[src/rtl/mul_div_arbiter.sv]
// mul_div_arbiter
//   Shares one pipelined FP32 multiply/divide core among N_REQ requesters.
//   Requests are granted round-robin, one issue per cycle. Each issued op is
//   tagged with its requester id. The tag travels down a LATENCY-deep pipe
//   that runs in step with the core. When the tag leaves the pipe, the core
//   result is captured and a one-cycle rsp_valid pulse goes to the owner.
//
// Parameters
//   N_REQ    number of requesters (2..8)
//   LATENCY  core cycles from the core_en sampling edge to core_R valid (1..8)
//
// Ports
//   clk, arst                  clock; asynchronous active-high reset
//   req_valid/ready/sel/a/b    per-requester request channel (a/b packed 32*i)
//   rsp_valid                  one-hot response pulse, per requester
//   rsp_R, rsp_flags           shared response bus, held between pulses
//   busy                       op being issued, in flight or being returned
//   sticky_clr, sticky_flags   per-requester accumulated {io,dz,of,uf,i}
//   core_en/sel/a/b            issue interface to the core
//   core_R, core_flags         core result interface
//
// Optional feature
//   MUL_DIV_ARB_STICKY_FLAGS_EN : when defined, response flags accumulate per
//   requester. When undefined, sticky_flags reads 0 and sticky_clr is ignored.

module mul_div_arbiter #(
    parameter int N_REQ   = 2,
    parameter int LATENCY = 2
) (
    input  logic                 clk,
    input  logic                 arst,
    input  logic [N_REQ-1:0]     req_valid,
    output logic [N_REQ-1:0]     req_ready,
    input  logic [N_REQ-1:0]     req_sel,
    input  logic [32*N_REQ-1:0]  req_a,
    input  logic [32*N_REQ-1:0]  req_b,
    output logic [N_REQ-1:0]     rsp_valid,
    output logic [31:0]          rsp_R,
    output logic [4:0]           rsp_flags,
    output logic                 busy,
    input  logic [N_REQ-1:0]     sticky_clr,
    output logic [5*N_REQ-1:0]   sticky_flags,
    output logic                 core_en,
    output logic                 core_sel,
    output logic [31:0]          core_a,
    output logic [31:0]          core_b,
    input  logic [31:0]          core_R,
    input  logic [4:0]           core_flags
);

    localparam int IDW = $clog2(N_REQ);

    logic [IDW-1:0]     r_ptr;
    logic [2*N_REQ-1:0] w_dbl;
    logic               w_gnt_vld;
    logic [IDW-1:0]     w_gnt_id;
    logic [N_REQ-1:0]   w_grant;
    logic               w_sel;
    logic [31:0]        w_a;
    logic [31:0]        w_b;

    logic               r_core_sel;
    logic [31:0]        r_core_a;
    logic [31:0]        r_core_b;

    logic [LATENCY-1:0] r_tag_vld;
    logic [IDW-1:0]     r_tag_id [LATENCY];

    logic [N_REQ-1:0]   r_rsp_valid;
    logic [31:0]        r_rsp_R;
    logic [4:0]         r_rsp_flags;

    // Round-robin search: rotating a doubled copy of req_valid right by
    // r_ptr puts the highest-priority requester at bit 0.
    always_comb begin
        w_dbl     = {req_valid, req_valid} >> r_ptr;
        w_gnt_vld = 1'b0;
        w_gnt_id  = '0;
        for (int k = 0; k < N_REQ; k++) begin
            if (!w_gnt_vld && w_dbl[k]) begin
                w_gnt_vld = 1'b1;
                w_gnt_id  = IDW'((int'(r_ptr) + k) % N_REQ);
            end
        end
        // While reset is held, nothing is granted, so ready and core_en stay 0.
        if (arst) begin
            w_gnt_vld = 1'b0;
        end
    end

    always_comb begin
        w_sel = 1'b0;
        w_a   = '0;
        w_b   = '0;
        for (int k = 0; k < N_REQ; k++) begin
            if (w_gnt_id == IDW'(k)) begin
                w_sel = req_sel[k];
                w_a   = req_a[32*k +: 32];
                w_b   = req_b[32*k +: 32];
            end
        end
    end

    assign w_grant = w_gnt_vld ? (N_REQ'(1) << w_gnt_id) : '0;

    // Arbitration state and the last-issued operands. core_a/b/sel show
    // these values while no op is being issued.
    always_ff @(posedge clk or posedge arst) begin
        if (arst) begin
            r_ptr      <= '0;
            r_core_sel <= 1'b0;
            r_core_a   <= '0;
            r_core_b   <= '0;
        end else if (w_gnt_vld) begin
            r_ptr      <= IDW'((int'(w_gnt_id) + 1) % N_REQ);
            r_core_sel <= w_sel;
            r_core_a   <= w_a;
            r_core_b   <= w_b;
        end
    end

    // Tag pipe: shifts in step with the core pipeline, one stage per cycle.
    always_ff @(posedge clk or posedge arst) begin
        if (arst) begin
            r_tag_vld <= '0;
            for (int k = 0; k < LATENCY; k++) begin
                r_tag_id[k] <= '0;
            end
        end else begin
            r_tag_vld[0] <= w_gnt_vld;
            r_tag_id[0]  <= w_gnt_id;
            for (int k = 1; k < LATENCY; k++) begin
                r_tag_vld[k] <= r_tag_vld[k-1];
                r_tag_id[k]  <= r_tag_id[k-1];
            end
        end
    end

    // Response capture: the core result is valid while the tag sits in the
    // last stage.
    always_ff @(posedge clk or posedge arst) begin
        if (arst) begin
            r_rsp_valid <= '0;
            r_rsp_R     <= '0;
            r_rsp_flags <= '0;
        end else begin
            r_rsp_valid <= '0;
            if (r_tag_vld[LATENCY-1]) begin
                r_rsp_valid <= N_REQ'(1) << r_tag_id[LATENCY-1];
                r_rsp_R     <= core_R;
                r_rsp_flags <= core_flags;
            end
        end
    end

`ifdef MUL_DIV_ARB_STICKY_FLAGS_EN
    logic [5*N_REQ-1:0] r_sticky;

    // The clear takes priority over a set in the same cycle.
    always_ff @(posedge clk or posedge arst) begin
        if (arst) begin
            r_sticky <= '0;
        end else begin
            for (int i = 0; i < N_REQ; i++) begin
                if (sticky_clr[i]) begin
                    r_sticky[5*i +: 5] <= '0;
                end else if (r_rsp_valid[i]) begin
                    r_sticky[5*i +: 5] <= r_sticky[5*i +: 5] | r_rsp_flags;
                end
            end
        end
    end

    assign sticky_flags = r_sticky;
`else
    logic w_unused_sticky_clr;

    assign w_unused_sticky_clr = ^sticky_clr;
    assign sticky_flags        = '0;
`endif

    assign req_ready = w_grant;
    assign core_en   = w_gnt_vld;
    assign core_sel  = w_gnt_vld ? w_sel : r_core_sel;
    assign core_a    = w_gnt_vld ? w_a   : r_core_a;
    assign core_b    = w_gnt_vld ? w_b   : r_core_b;
    assign rsp_valid = r_rsp_valid;
    assign rsp_R     = r_rsp_R;
    assign rsp_flags = r_rsp_flags;
    assign busy      = w_gnt_vld | (|r_tag_vld) | (|r_rsp_valid);

endmodule

[config.mk]
export PLATFORM = sky130hd
export DESIGN_NAME = mul_div_arbiter
export DESIGN_NICKNAME = d
export VERILOG_FILES = /design/src/rtl/mul_div_arbiter.sv
export SDC_FILE = /design/constraint.sdc
export NUM_CORES = 1
export LEC_CHECK = 0
export ABC_AREA = 1
export CAP_MARGIN = 20
export CORE_ASPECT_RATIO = 1.4
export CORE_UTILIZATION = 38
export CTS_CLUSTER_SIZE = 40
export DETAILED_ROUTE_END_ITERATION = 8
export GPL_TIMING_DRIVEN = 0
export PLACE_DENSITY = 0.87
export SLEW_MARGIN = 40
export SYNTH_ARGS = -nofsm -noshare
export SYNTH_HDL_FRONTEND = slang
export SYNTH_SLANG_ARGS = --single-unit
[constraint.sdc]
create_clock -name clk -period 8.2 [get_ports clk]
set_input_delay 1.64 -clock clk [delete_from_list [all_inputs] [get_ports clk]]
set_output_delay 1.64 -clock clk [all_outputs]
set_load 0.02 [all_outputs]
Word level (Yosys, flattened, before mapping)
Cells that the tools add are included.
W data, S select, Z words.
{"block": "totals", "reg_bits": 109, "latch_bits": 0, "ram_bits": 0, "romBits": 0, "inputBits": 173, "output_inout_bits": 118, "elab_cells": 34, "memories": 0}
{"block": "op_classes", "n_addsub": 2, "multipliers": 0, "n_div": 0, "order_cmp": 0, "eq_ne": 0, "shift": 3, "muxes": 13, "n_bitwise": 2, "reduce_logical": 4}
{"cell": "$mux W32", "count": 4}
{"cell": "$mux W1", "count": 7}
{"cell": "$mux W2", "count": 2}
{"cell": "$reduce_or A2 Y1", "count": 2}
{"cell": "$shl A1 B1 Y2 const A", "count": 2}
{"cell": "$shr A4 B1 Y2", "count": 1}
{"cell": "$add A1 B1 Y1 const B", "count": 2}
{"cell": "$or A1 B1 Y1", "count": 2}
{"cell": "$logic_and A1 B1 Y1", "count": 1}
{"cell": "$logic_not A1 Y1", "count": 1}

Logic depth before layout (Yosys ltp)
{"block": "depth", "ltp_word": 8, "mapped_depth": 7}

Least setup slack after synthesis
Ideal clock, no wire load.
{"block": "synth_timing", "path_kind": "input to output", "start": "input arst", "end": "output core_b[22]", "arrival_time_ns": 5.683, "path_slack_ns": 0.877, "path_stages": 4, "path_cell_list": "inv_1 clkbuf_1 nand4_1 nand3_1"}
{"block": "synth_between", "elab_chain_len": 2}
{"element": "from (decl)", "line": "31", "source": "input logic arst,"}
{"element": "$mux W1", "line": "86", "source": "if (arst) begin"}
{"element": "$mux W32"}
{"element": "to (decl)", "line": "46", "source": "output logic [31:0] core_b,"}
No other way between the ends.

Final worst setup path
{"block": "layout_timing", "start": "input req_valid[1]", "end": "output core_b[23]"}
{"block": "layout_between", "elab_chain_len": 7}
{"element": "from (decl)", "line": "32", "source": "input logic [N_REQ-1:0] req_valid,"}
{"element": "$shr A4 B1 Y2 *", "line": "76", "source": "w_dbl = {req_valid, req_valid} >> r_ptr;"}
{"element": "$mux W1", "line": "80", "source": "if (!w_gnt_vld && w_dbl[k]) begin"}
{"element": "$logic_not A1 Y1", "line": "80"}
{"element": "$logic_and A1 B1 Y1", "line": "80"}
{"element": "$mux W1", "line": "80"}
{"element": "$mux W32 or $mux W1 (tied branches)", "line": "96, 86"}
{"element": "$mux W32 *"}
Mark *: on every way between the ends. The rest lies on a longest branch, timed or not.

==> summary.md <==
| Metric | Value |
|---|---|
| Status | `finished, final reports clean` |
| Synth cell count leaders | `180 x nand2_1, 131 x nand3_1, 109 x dfrtp_1` |
| Synthesis Warnings | `0` |
| Worst r2r dst | `r_core_b[26]` |
| Slew Viols, Final | `0` |
| Initial antenna violation count | `1` |
| Crit-path most repeated cell | `clkdlybuf4s50_1` |
| Largest net degree at the start of global routing | `44` |
| Number of max-cap violations | `0` |
| GRT Util Overall | `26.6%` |
| DRT antenna net count | `0` |
| PD cells | `199 nW/um2` |
| Vias in the first global route | `5436` |
| Tmin final | `5.70 ns` |
| Clk_lat worst skew | `0.35 ns` |
| WP data arrival | `4.06 ns` |
| Worst hold start | `r_tag_id[1]` |
| Reg2Reg Launch Point | `r_ptr` |
| Vias per std cell | `5.21` |
| Post-synthesis sequential area ratio | `56.6%` |
| Post-CTS Setup Bufs | `0` |
| Most numerous cell in the Yosys netlist | `nand2_1` |
| Placed cell area | `7890 um2` |
| Num rows | `48` |
| Clock sink total | `109` |
| Detail Placement HPWL | `13.2 mm` |
| Top cells by area, synth | `dfrtp_1 57%, nand2_1 14%, nand3_1 14%, nand4_1 8.4%, buf_4 1.9%` |
| CTS tree | `built` |
| Area Overhead vs Synth | `70.4%` |
| Vias | `5302` |
| Hold-critical path endpoint | `r_tag_id[0]` |
| IO buf count | `278` |
| RD Place Congestion | `0.852` |
| Hold_buf cts | `0` |
| Cts bufs inserted | `9` |
| Final instance area | `8210 um2` |
| 1st-pass router iterations | `5` |
| Reg clk slew, reported paths | `0.07 ns` |
| Post-Syn Area | `4820 um2` |
| Chip width | `97.2 um` |
| Critical path, cell by cell | `clkdlybuf4s50_1, buf_2, buf_1, nand4_1, nand3_1, clkdlybuf4s50_1` |
| Clk buf depth | `2` |
| Post-route setup TNS | `0 ns` |
| Number of synthesized register bits | `109` |
| Die height | `135 um` |
| Slowest cell on the critical path | `clkdlybuf4s50_1` |
| EDFF count, synth | `0` |
| Kind of critical path | `input port to output pin` |
| Routed len/inst | `17.1 um` |
| Worst Path Required | `6.56 ns` |
| Starting Density | `38.9%` |
| Final Hold Viols | `0` |
| RSZ-0062 raised after global routing | `false` |
| Flop2flop setup slack | `6.47 ns` |
| Hold Crit Class | `flip-flop to flip-flop` |
| Number of unique standard cell types used by synthesis | `14` |
| Max VDD drop | `113 uV` |
| Synthesized area per cell | `8.60 um2` |
| Die footprint | `13100 um2` |
| CTS root buf | `clkbuf_16` |
| Core footprint | `12400 um2` |
| Met3 GRT Util | `7.07%` |
| Residual DRC | `0` |
| Max-slew headroom | `50.6%` |
| CTS H-tree depth | `3` |
| Top-area cell type share of the netlist area | `56.6%` |
| CP Capture Type | `output pin` |
| Final wirelength | `17.4 mm` |
| Post-synthesis async set-or-reset flop share | `100%` |
| Synth Instances | `560` |
| Slew @ Worst Pin | `0.741 ns` |
| Final period util | `69.6%` |
| Maximum clock rate | `175 MHz` |
| # nets final | `1034` |
| Crit-path max FO | `10` |
| Critical Path Source Type | `input port` |
| Ports | `291` |
| Final setup viols | `0` |
| Layout cell share with drive strength beyond 1 | `5.66%` |
| # fillers | `1017` |
| GRT busiest layer | `met2` |
| Met1 global-route usage | `28.7%` |
| First-pass GRT wire length | `27.5 mm` |
| LEAKAGE | `3.70 nW` |
| Hold Path Depth | `0` |
| Crit path largest cell delay | `0.69 ns` |
| Top cell type by total area after synthesis | `dfrtp_1` |
| Initial DRC Count | `290` |
| Grt ovf | `0` |
| Skew final | `0.00699 ns` |
| Prevailing post-synth register cell | `dfrtp_1` |
| M2 GR Usage | `48.2%` |
| R2R depth | `6` |
| Post-CTS sizing | `0` |
[cells by family (layout without fill, tap and decap cells)]
logic type	Yosys count	count (layout)	synth area share, %
other	1	11	0.0778
AOI/OAI and AO/OA	2	2	0.208
and+or+nand+nor	382	382	36.6
buffers and inverters	66	363	6.49
DFF	109	109	56.6
[sequential cells by signal, summed over array words and instances (netlist names)]
| register | flops |
|---|---|
| rsp_R | 32 |
| r_core_a | 32 |
| rsp_flags | 5 |
| rsp_valid | 2 |
| r_core_b | 32 |
| r_tag_vld | 2 |
| r_tag_id | 2 |
| r_ptr | 1 |
| r_core_sel | 1 |
[layout make-up]
type | count | area [um2] | share of cell area [%]
Clock inverter | 7 | 96.3 | 1.17
Tap cell | 150 | 188 | 2.29
Multi-Input combinational cell | 394 | 1810 | 22.1
Clock buffer | 9 | 225 | 2.74
Sequential cell | 109 | 2730 | 33.2
Inverter | 6 | 22.5 | 0.274
Timing Repair Buffer | 281 | 2840 | 34.6
Antenna cell | 1 | 2.50 | 0.0305
Buffer | 60 | 294 | 3.58
[cell usage in the layout (no fill, tap or decap)]
cell,Yosys,layout
nor2_2,1,1
clkdlybuf4s50_1,0,278
dfrtp_1,109,109
nand3_1,131,131
buf_1,20,20
clkinv_4,0,1
buf_2,16,16
inv_6,0,2
buf_4,12,12
diode_2,0,1
o21ai_1,1,1
buf_12,0,3
nand2_1,180,180
clkbuf_16,0,9
inv_1,6,6
o21ai_0,1,1
nor2_1,5,5
bufinv_16,0,2
clkinv_2,0,2
clkbuf_1,12,11
clkbuf_4,0,1
conb_1,1,10
nand4_1,65,65
[power by group]
group,total (mW),internal [mW],switching [mW]
Clock,0.474,0.270,0.204
Combinational,0.522,0.249,0.273
Sequential,0.636,0.610,0.0259
[metal layers]
layer  wire length [um]  up-vias
met5                  0        -
met4                528        0
met3               1340       37
met2               9200      257
met1               6360     2513
li1                   -     2495
[per-stage QoR]
step,setup WS [ns],cells,utilization [%],hold WS (ns),total power [mW]
after global placement,-1.68,997,63.2,0.332,1.15
after global routing,2.34,1016,66.3,0.357,1.71
after CTS,2.43,1016,66.3,0.354,1.65
after floorplan,0.877,569,-,0.331,0.881
final,2.50,1017,66.4,0.351,1.63
after detailed placement,2.45,1000,63.7,0.337,1.17
[worst max-delay path by stage]
stage,start,end,slack (ns)
2_1_floorplan,arst,core_b[22],0.88
3_3_place_gp,arst,core_b[23],-1.68
3_5_place_dp,req_valid[1],core_b[23],2.45
4_1_cts,req_valid[1],core_b[23],2.43
5_1_grt,req_valid[0],core_b[23],2.34
6_report,req_valid[1],core_b[23],2.50
[critical path: cells and delay by family]
family,cells,cell delay [ns]
buffers and inverters,4,2.10
AND/OR/NAND/NOR,2,0.31
Note: power is estimated with default switching activity, not from simulation.
